[src/rtl/radix4_pkg.sv]
// Shared Booth radix-4 definitions: digit encoding and the 3-bit window decoder.
package radix4_pkg;

   typedef enum logic [2:0] {ZERO, P1, P2, M1, M2} booth_digit_e;

   // Window bits are {b[2j+1], b[2j], b[2j-1]}.
   function automatic booth_digit_e decode_digit(input logic [2:0] bits);
      booth_digit_e d;
      case (bits)
         3'b001, 3'b010: d = P1;
         3'b011:         d = P2;
         3'b100:         d = M2;
         3'b101, 3'b110: d = M1;
         default:        d = ZERO;
      endcase
      return d;
   endfunction

endpackage

[src/rtl/booth_pp_gen.sv]
// Booth partial-product generator: selects 0, +/-MD or +/-2MD as a (W+2)-bit value
// from the multiplicand extended according to the signed/unsigned mode.
module booth_pp_gen
   import radix4_pkg::*;
#(
   parameter int W = 8
) (
   input  logic [W-1:0] md,
   input  logic [2:0]   digit,
   input  logic         uns,
   output logic [W+1:0] pp
);

   logic [W+1:0] mdx;
   logic [W+1:0] md2x;

   // Two extra bits hold both 2*MD for the most negative operand and 2*(2^W-1).
   assign mdx  = {{2{~uns & md[W-1]}}, md};
   assign md2x = {mdx[W:0], 1'b0};

   always_comb begin
      pp = '0;
      case (decode_digit(digit))
         P1:      pp = mdx;
         P2:      pp = md2x;
         M1:      pp = -mdx;
         M2:      pp = -md2x;
         default: pp = '0;
      endcase
   end

endmodule

[src/rtl/radix4_pipe_mul.sv]
// Pipelined radix-4 Booth multiplier, one Booth digit per stage, valid/ready at both ends.
// Define RADIX4_UNSIGNED_EN to add the uns_i port for per-pair unsigned operation.
module radix4_pipe_mul
   import radix4_pkg::*;
#(
   parameter int W = 8
) (
   input  logic           clk_i,
   input  logic           rst_ni,
   input  logic           valid_i,
   output logic           ready_o,
   input  logic [W-1:0]   MD_i,
   input  logic [W-1:0]   MR_i,
`ifdef RADIX4_UNSIGNED_EN
   input  logic           uns_i,
`endif
   output logic           valid_o,
   input  logic           ready_i,
   output logic [2*W-1:0] result_o
);

   localparam int D = W/2 + 1;

   // Index 0 is the operand capture register; index k holds the sum after digit k-1.
   logic [W-1:0]   md_reg  [0:D-1];
   logic [W-1:0]   mr_reg  [0:D-1];
   logic           uns_reg [0:D-1];
   logic           vld_reg [0:D];
   logic [2*W-1:0] sum_reg [1:D];
   logic [W+1:0]   pp      [1:D];
   logic           advance;
   logic           uns_in;

`ifdef RADIX4_UNSIGNED_EN
   assign uns_in = uns_i;
`else
   assign uns_in = 1'b0;
`endif

   assign advance  = ready_i || !vld_reg[D];
   assign ready_o  = advance;
   assign valid_o  = vld_reg[D];
   assign result_o = sum_reg[D];

   genvar gi;
   generate
      for (gi = 1; gi <= D; gi++) begin : g_stage
         // mrx[i+1] is bit i of the (W+2)-bit extended multiplier; mrx[0] is the implicit 0.
         logic [W+2:0] mrx;
         assign mrx = {{2{~uns_reg[gi-1] & mr_reg[gi-1][W-1]}}, mr_reg[gi-1], 1'b0};

         booth_pp_gen #(.W(W)) u_pp (
            .md    (md_reg[gi-1]),
            .digit (mrx[2*gi : 2*gi-2]),
            .uns   (uns_reg[gi-1]),
            .pp    (pp[gi])
         );
      end
   endgenerate

   always_ff @(posedge clk_i or negedge rst_ni) begin
      if (!rst_ni) begin
         for (int k = 0; k < D; k++) begin
            md_reg[k]  <= '0;
            mr_reg[k]  <= '0;
            uns_reg[k] <= 1'b0;
         end
         for (int k = 0; k <= D; k++) begin
            vld_reg[k] <= 1'b0;
         end
         for (int k = 1; k <= D; k++) begin
            sum_reg[k] <= '0;
         end
      end else if (advance) begin
         vld_reg[0] <= valid_i;
         md_reg[0]  <= MD_i;
         mr_reg[0]  <= MR_i;
         uns_reg[0] <= uns_in;
         vld_reg[1] <= vld_reg[0];
         sum_reg[1] <= {{(W-2){pp[1][W+1]}}, pp[1]};
         for (int k = 1; k < D; k++) begin
            md_reg[k]  <= md_reg[k-1];
            mr_reg[k]  <= mr_reg[k-1];
            uns_reg[k] <= uns_reg[k-1];
         end
         for (int k = 2; k <= D; k++) begin
            vld_reg[k] <= vld_reg[k-1];
            sum_reg[k] <= sum_reg[k-1] + ({{(W-2){pp[k][W+1]}}, pp[k]} << (2*(k-1)));
         end
      end
   end

endmodule

[config.mk]
export PLATFORM = sky130hd
export DESIGN_NAME = radix4_pipe_mul
export DESIGN_NICKNAME = d
export VERILOG_FILES = /design/src/rtl/radix4_pkg.sv /design/src/rtl/booth_pp_gen.sv /design/src/rtl/radix4_pipe_mul.sv
export SDC_FILE = /design/constraint.sdc
export NUM_CORES = 1
export LEC_CHECK = 0
export BUFFER_PORTS_ARGS = -buffer_cell sky130_fd_sc_hd__buf_4
export CAP_MARGIN = 20
export CORE_MARGIN = 4
export CORE_UTILIZATION = 30
export CTS_BUF_LIST = sky130_fd_sc_hd__clkbuf_16
export CTS_CLUSTER_DIAMETER = 80
export CTS_CLUSTER_SIZE = 16
export DETAILED_ROUTE_END_ITERATION = 12
export RECOVER_POWER = 25
export SETUP_SLACK_MARGIN = 0.15
export SYNTH_ARGS = -nofsm -noshare
export SYNTH_HDL_FRONTEND = slang
export SYNTH_HIERARCHICAL = 1
export SYNTH_SLANG_ARGS = --single-unit
[constraint.sdc]
create_clock -name clk_i -period 3.35 [get_ports clk_i]
set_input_delay 0.335 -clock clk_i [delete_from_list [all_inputs] [get_ports clk_i]]
set_output_delay 0.335 -clock clk_i [all_outputs]
set_load 0.1 [all_outputs]
==> results of run 1 <==
==> metal layers <==
metal,GRT usage [%],share of wire [%]
met5,0,0
met4,4.404,1.8
met3,2.416,2.3
met2,23.10,50
met1,15.85,45
==> critical path, delay by kind of cell, from the launching register on <==
family	cells	cell delay, ns
compound gates	5	1.20
fa+ha+maj	2	0.47
buf+inv	1	0.10
flops	1	0.46
simple gates	3	0.68
==> through the flow <==
step | hold WS (ns) | setup WS, ns
finish | 0.09341 | 0.3438
detailed placement | 0.2376 | 0.3640
global placement | 0.2363 | 0.4133
global route | 0.07901 | 0.1562
CTS | 0.07402 | 0.3356
floorplan | 0.03941 | 0.5466
==> cell usage in the layout (no fill, tap or decap), types with 14 or more instances in the layout <==
cell type and instances:
inv_1 37, mux2_1 15, a211oi_1 15, xnor2_1 14, o21a_1 27, o21ai_1 25, a21oi_1 55, buf_4 64
nor3_1 18, nand3_1 16, nor2b_1 16, nand2_1 375, o22ai_1 16, xor2_1 32, ha_1 41, dfrtp_1 140
a22oi_1 15, nor2_1 59, o21ai_0 43, clkbuf_16 17
==> what timing repair did <==
action,4_1_cts,5_1_grt
gates resized for setup,0,1
setup endpoints to repair,0,1
hold buffers,1,0
endpoints found under the hold margin,28,0
==> how the worst min path moves through the flow <==
stage,cells after the start,end,start,slack (ns)
after CTS,3,md_reg[35]$_DFFE_PN0P_,MD_i[3],0.07
after floorplan,0,g_stage[1].mrx[1]$_DFFE_PN0P_,rst_ni,0.04
after global routing,3,g_stage[1].mrx[3]$_DFFE_PN0P_,MR_i[2],0.08
after detailed placement,1,result_o[8]$_DFFE_PN0P_,rst_ni,0.24
after global placement,1,result_o[8]$_DFFE_PN0P_,rst_ni,0.24
final,3,md_reg[32]$_DFFE_PN0P_,MD_i[0],0.09
==> layout make-up <==
class                      count  share of cell area, %
clock inverter                15                  1.729
tap                          396                  4.627
multi-input combinational    936                  50.50
timing repair buffer          68                  4.849
inverter                      38                  1.355
sequential                   141                  32.96
clock buffer                  17                  3.973
==> summary.txt, run 1 <==
Setup path
  – Reg2Reg Depth: 11
  – Reg-to-reg critical path startpoint: md_reg[9]$_DFFE_PN0P_
  – Crit path launch: md_reg[9]$_DFFE_PN0P_
  – Most frequent CP cell: ha_1
  – Critical Path Start Type: flip-flop
  – CP peak stage delay: 0.46 ns
  – Setup CP Type: reg2reg
  – Slowest cell on crit path: dfrtp_1
  – Worst reg2reg path endpoint: sum_reg[31]$_DFFE_PN0P_
  – WP data required: 3.66 ns
  – CP cell instances: inv_1 -> ha_1 -> nor3b_2 -> nand2_1 -> a311o_1 -> o22ai_1 -> ha_1 -> a21oi_1 -> o21ai_0 -> a22o_1 -> or3_1
  – Setup slack, reg-to-reg: 0.34 ns
  – Critical path endpoint: sum_reg[31]$_DFFE_PN0P_
  – Worst Setup End Kind: flip-flop
  – Worst EP arrival: 3.32 ns
  – Crit Path Max Fanout: 6

GRT
  – Grt total ovfl: 0
  – Largest net degree at the start of global routing: 85
  – Initial antenna violation count: 0
  – Total Routing Usage GR: 13.01%
  – Vias in the first global route: 7679
  – First-pass GRT wire length: 37050 µm

Floorplanning
  – Core area: 30750 µm²
  – Io pins: 38
  – Die width: 185.1 µm
  – Die H: 185.1 µm
  – Initial Utilization: 30.61%
  – Die area: 34270 µm²
  – Standard-cell row count: 64

Clocking
  – Worst-Skew Late Latency: 0.44 ns
  – Htree depth: 4
  – CTS tree: done
  – CTS buffer count: 17
  – Post-CTS Setup Repair Bufs: 0
  – CTS sink count: 141
  – CTS clk-pin slew, worst paths: 0.07 ns
  – Clock root cell: clkbuf_16
  – Clock Path Buffers: 2

Final layout
  – Area occupied by registers: 3530 µm²
  – P&R area growth vs syn: 13.77%
  – Fillers: 3262
  – Diodes inserted: 0
  – Core Util, Final: 34.82%
  – Final instance area: 10710 µm²
  – Number of flip-flops in the largest register: 55
  – Share of cells above drive strength 1: 10.21%
  – Multi-input gate area: 5408 µm²
  – NumNets Final: 1267
  – Fin cells: 1611

Place
  – GP Congestion: 0.8503
  – Placed cells: 1578
  – I/O Buffers: 37
  – Placed standard-cell area: 10100 µm²
  – DP HPWL: 15420 µm

Timing
  – Setup Viol. Count Final: 0
  – Setup Skew: 0.01469 ns
  – RSZ-0062 raised after global routing: false
  – Worst-Margin Slew: 1.734 ns
  – Slew Limit Fails: 30
  – Slew HR: -15.59%
  – Final hold vios: 0
  – Setup_tns: 0 ns
  – Fmax: 332.6 MHz
  – Crit path time final: 3.006 ns
  – Final period utilization: 89.74%

Routing
  – Vias per inst: 4.945
  – DR WL/cell: 13.50 µm
  – DR pass1 iterations: 5
  – Total Wirelength: 21750 µm
  – DR iter-0 viols: 612
  – ANT nets after route: 0
  – Drt drc: 0
  – Via Count: 7966

Min path
  – Worst hold path type: in2reg

Logic synthesis
  – Cell area after synthesis: 9412 µm²
  – Ys Warns: 6
  – Mapped Avg Cell Area: 7.942 µm²
  – Cells after Synth: 1185

Flow run
  – MaxCap Viol Count: 1

Outcome
  – Outcome: finished with violations
  – Failing checks: capacitance limit, slew limit
Power of run 1 is not shown: default switching activity piles up to over one toggle a cycle in this logic, so the estimate is an artifact.
==> run 2: changes to the inputs <==
ABC_AREA = 1   (was unset)
==> run 2 against run 1 <==
Effect of this change:
- the run now ends clean
- core utilization down 0.84 points
- global-route usage grew 0.41 points
- critical path depth is 6 higher
- critical path type unchanged
- critical endpoint is now sum_reg[45]$_DFFE_PN0P_
- highest routed layer unchanged
==> summary.txt, run 2 <==
Routing
  – DR WL/cell: 12.15 µm (-10%)
  – DR pass1 iterations: 5 (unchanged)
  – Vias per inst: 4.605 (-6.9%)
  – Drt drc: 0 (unchanged)
  – Via Count: 8575 (+7.6%)
  – ANT nets after route: 0 (unchanged)
  – Total Wirelength: 22620 µm (+4.0%)
  – DR iter-0 viols: 593 (-3.1%)

Timing
  – Slew HR: 2.856% (+18 points)
  – Fmax: 399.2 MHz (+20%)
  – Setup Skew: 0.01036 ns (-0.004325 ns)
  – Setup_tns: 0 ns (unchanged)
  – Crit path time final: 2.505 ns (-0.5014 ns)
  – Final period utilization: 74.77% (-15 points)
  – Worst-Margin Slew: 1.457 ns (-0.2766 ns)
  – Setup Viol. Count Final: 0 (unchanged)
  – Slew Limit Fails: 0 (-100%)
  – Final hold vios: 0 (unchanged)
  – RSZ-0062 raised after global routing: false

Place
  – GP Congestion: 0.8795 (+3.4%)
  – DP HPWL: 16700 µm (+8.3%)
  – I/O Buffers: 37 (unchanged)

Logic synthesis
  – Mapped Avg Cell Area: 6.739 µm² (-15%)
  – Cells after Synth: 1422 (+20%)
  – Ys Warns: 6 (unchanged)
  – Cell area after synthesis: 9583 µm² (+1.8%)

Setup path
  – Setup CP Type: reg2reg
  – Setup slack, reg-to-reg: 0.85 ns (+0.50 ns)
  – Worst reg2reg path endpoint: sum_reg[45]$_DFFE_PN0P_
  – Crit Path Max Fanout: 5 (-1)
  – Worst EP arrival: 2.82 ns (-0.50 ns)
  – Critical Path Start Type: flip-flop
  – Reg2Reg Depth: 17 (+6)
  – WP data required: 3.66 ns (about the same)
  – Reg-to-reg critical path startpoint: md_reg[16]$_DFFE_PN0P_
  – Worst Setup End Kind: flip-flop

GRT
  – Total Routing Usage GR: 13.42% (+0.41 points)
  – Grt total ovfl: 0 (unchanged)
  – Vias in the first global route: 8293 (+8.0%)
  – First-pass GRT wire length: 39610 µm (+6.9%)
  – Largest net degree at the start of global routing: 149 (+75%)
  – Initial antenna violation count: 0 (unchanged)

Clocking
  – Post-CTS Setup Repair Bufs: 0 (unchanged)
  – Clock root cell: clkbuf_16
  – Worst-Skew Late Latency: 0.42 ns (-0.02 ns)
  – CTS sink count: 141 (unchanged)
  – CTS clk-pin slew, worst paths: 0.07 ns (about the same)
  – Clock Path Buffers: 2 (unchanged)
  – Post-cts sizing count: 0 (unchanged)
  – Htree depth: 4 (unchanged)
  – CTS buffer count: 17 (unchanged)
  – CTS tree: done

Final layout
  – Area occupied by registers: 3528 µm² (about the same)
  – Number of flip-flops in the largest register: 55 (unchanged)
  – Most common cell after layout, fill and taps aside: nand2_1
  – Fillers: 3433 (+5.2%)
  – Most frequent cells in the layout: 620 x nand2_1, 152 x nand3_1, 141 x dfrtp_1
  – P&R area growth vs syn: 11.89%
  – Share of cells above drive strength 1: 10.82% (+0.62 points)
  – Multi-input gate area: 5215 µm² (-3.6%)
  – Diodes inserted: 0 (unchanged)
  – NumNets Final: 1512 (+19%)

Flow run
  – MaxCap Viol Count: 0 (-1)

Min path
  – Worst hold path type: in2reg
  – End of the worst hold path: md_reg[34]$_DFFE_PN0P_
  – Min-delay src: MD_i[2]
  – Hold Crit Depth: 3 (unchanged)

Floorplanning
  – Die H: 186.7 µm (+0.87%)
  – Io pins: 38 (unchanged)
  – Initial Utilization: 30.37% (-0.24 points)
  – Standard-cell row count: 65 (+1.6%)
  – Die width: 186.7 µm (+0.87%)
  – Die area: 34870 µm² (+1.7%)
  – Core area: 31560 µm² (+2.6%)

Outcome
  – Outcome: finished clean
## run 2: cell type report
cell class	count	area share (%)
tap	402	4.691
sequential	141	32.91
timing repair buffer	45	3.244
clock inverter	15	1.389
clock buffer	17	3.967
inverter	147	5.169
multi-input combinational	1095	48.63
## run 2: repair_timing
action,4_1_cts,5_1_grt
hold buffers,1,0
endpoints found under the setup margin,0,0
endpoints found under the hold margin,57,0
## run 2: per-stage QoR
| step | cell area (µm²) | setup WS (ns) | util, % | instances | hold slack (ns) |
|---|---|---|---|---|---|
| 6_report | 10720 | 0.8451 | 33.98 | 1862 | 0.09983 |
| 4_1_cts | 10740 | 0.8603 | 34.05 | 1862 | 0.07918 |
| 2_1_floorplan | 9609 | 1.138 | - | 1429 | 0.03941 |
| 3_3_place_gp | 10160 | 0.9210 | 32.20 | 1829 | 0.3545 |
| 3_5_place_dp | 10160 | 0.8795 | 32.20 | 1829 | 0.3502 |
| 5_1_grt | 10720 | 0.4134 | 33.98 | 1862 | 0.08179 |
## run 2: worst max-delay path by stage
stage          cells past startpoint                   start  slack (ns)                       to
6_report                          17  md_reg[16]$_DFFE_PN0P_        0.85  sum_reg[45]$_DFFE_PN0P_
5_1_grt                            3                  rst_ni        0.41  sum_reg[41]$_DFFE_PN0P_
4_1_cts                           18  md_reg[16]$_DFFE_PN0P_        0.86  sum_reg[46]$_DFFE_PN0P_
3_5_place_dp                      18  md_reg[16]$_DFFE_PN0P_        0.88  sum_reg[46]$_DFFE_PN0P_
3_3_place_gp                      18  md_reg[16]$_DFFE_PN0P_        0.92  sum_reg[46]$_DFFE_PN0P_
2_1_floorplan                     18  md_reg[16]$_DFFE_PN0P_        1.14  sum_reg[46]$_DFFE_PN0P_
## run 2: layer usage
layer,wire (µm),GRT usage [%]
met3,644,2.394
met2,11170,23.31
met1,10330,16.81
met5,0,0
met4,475,4.721
## run 2: worst max-delay path, cell delays in order, from the launching register on
cell,delay (ns)
dfrtp_1,0.42
inv_1,0.11
ha_1,0.17
inv_1,0.05
nor2_2,0.17
nand3_1,0.17
nor2_1,0.12
nor2_1,0.05
nor2_1,0.07
nand2_1,0.06
ha_1,0.36
nand2_1,0.09
nor2_1,0.14
nand3_1,0.12
nand3_1,0.11
nand2_1,0.05
nand3_1,0.08
nand2_1,0.05
Power of run 2 is left out for the same reason.
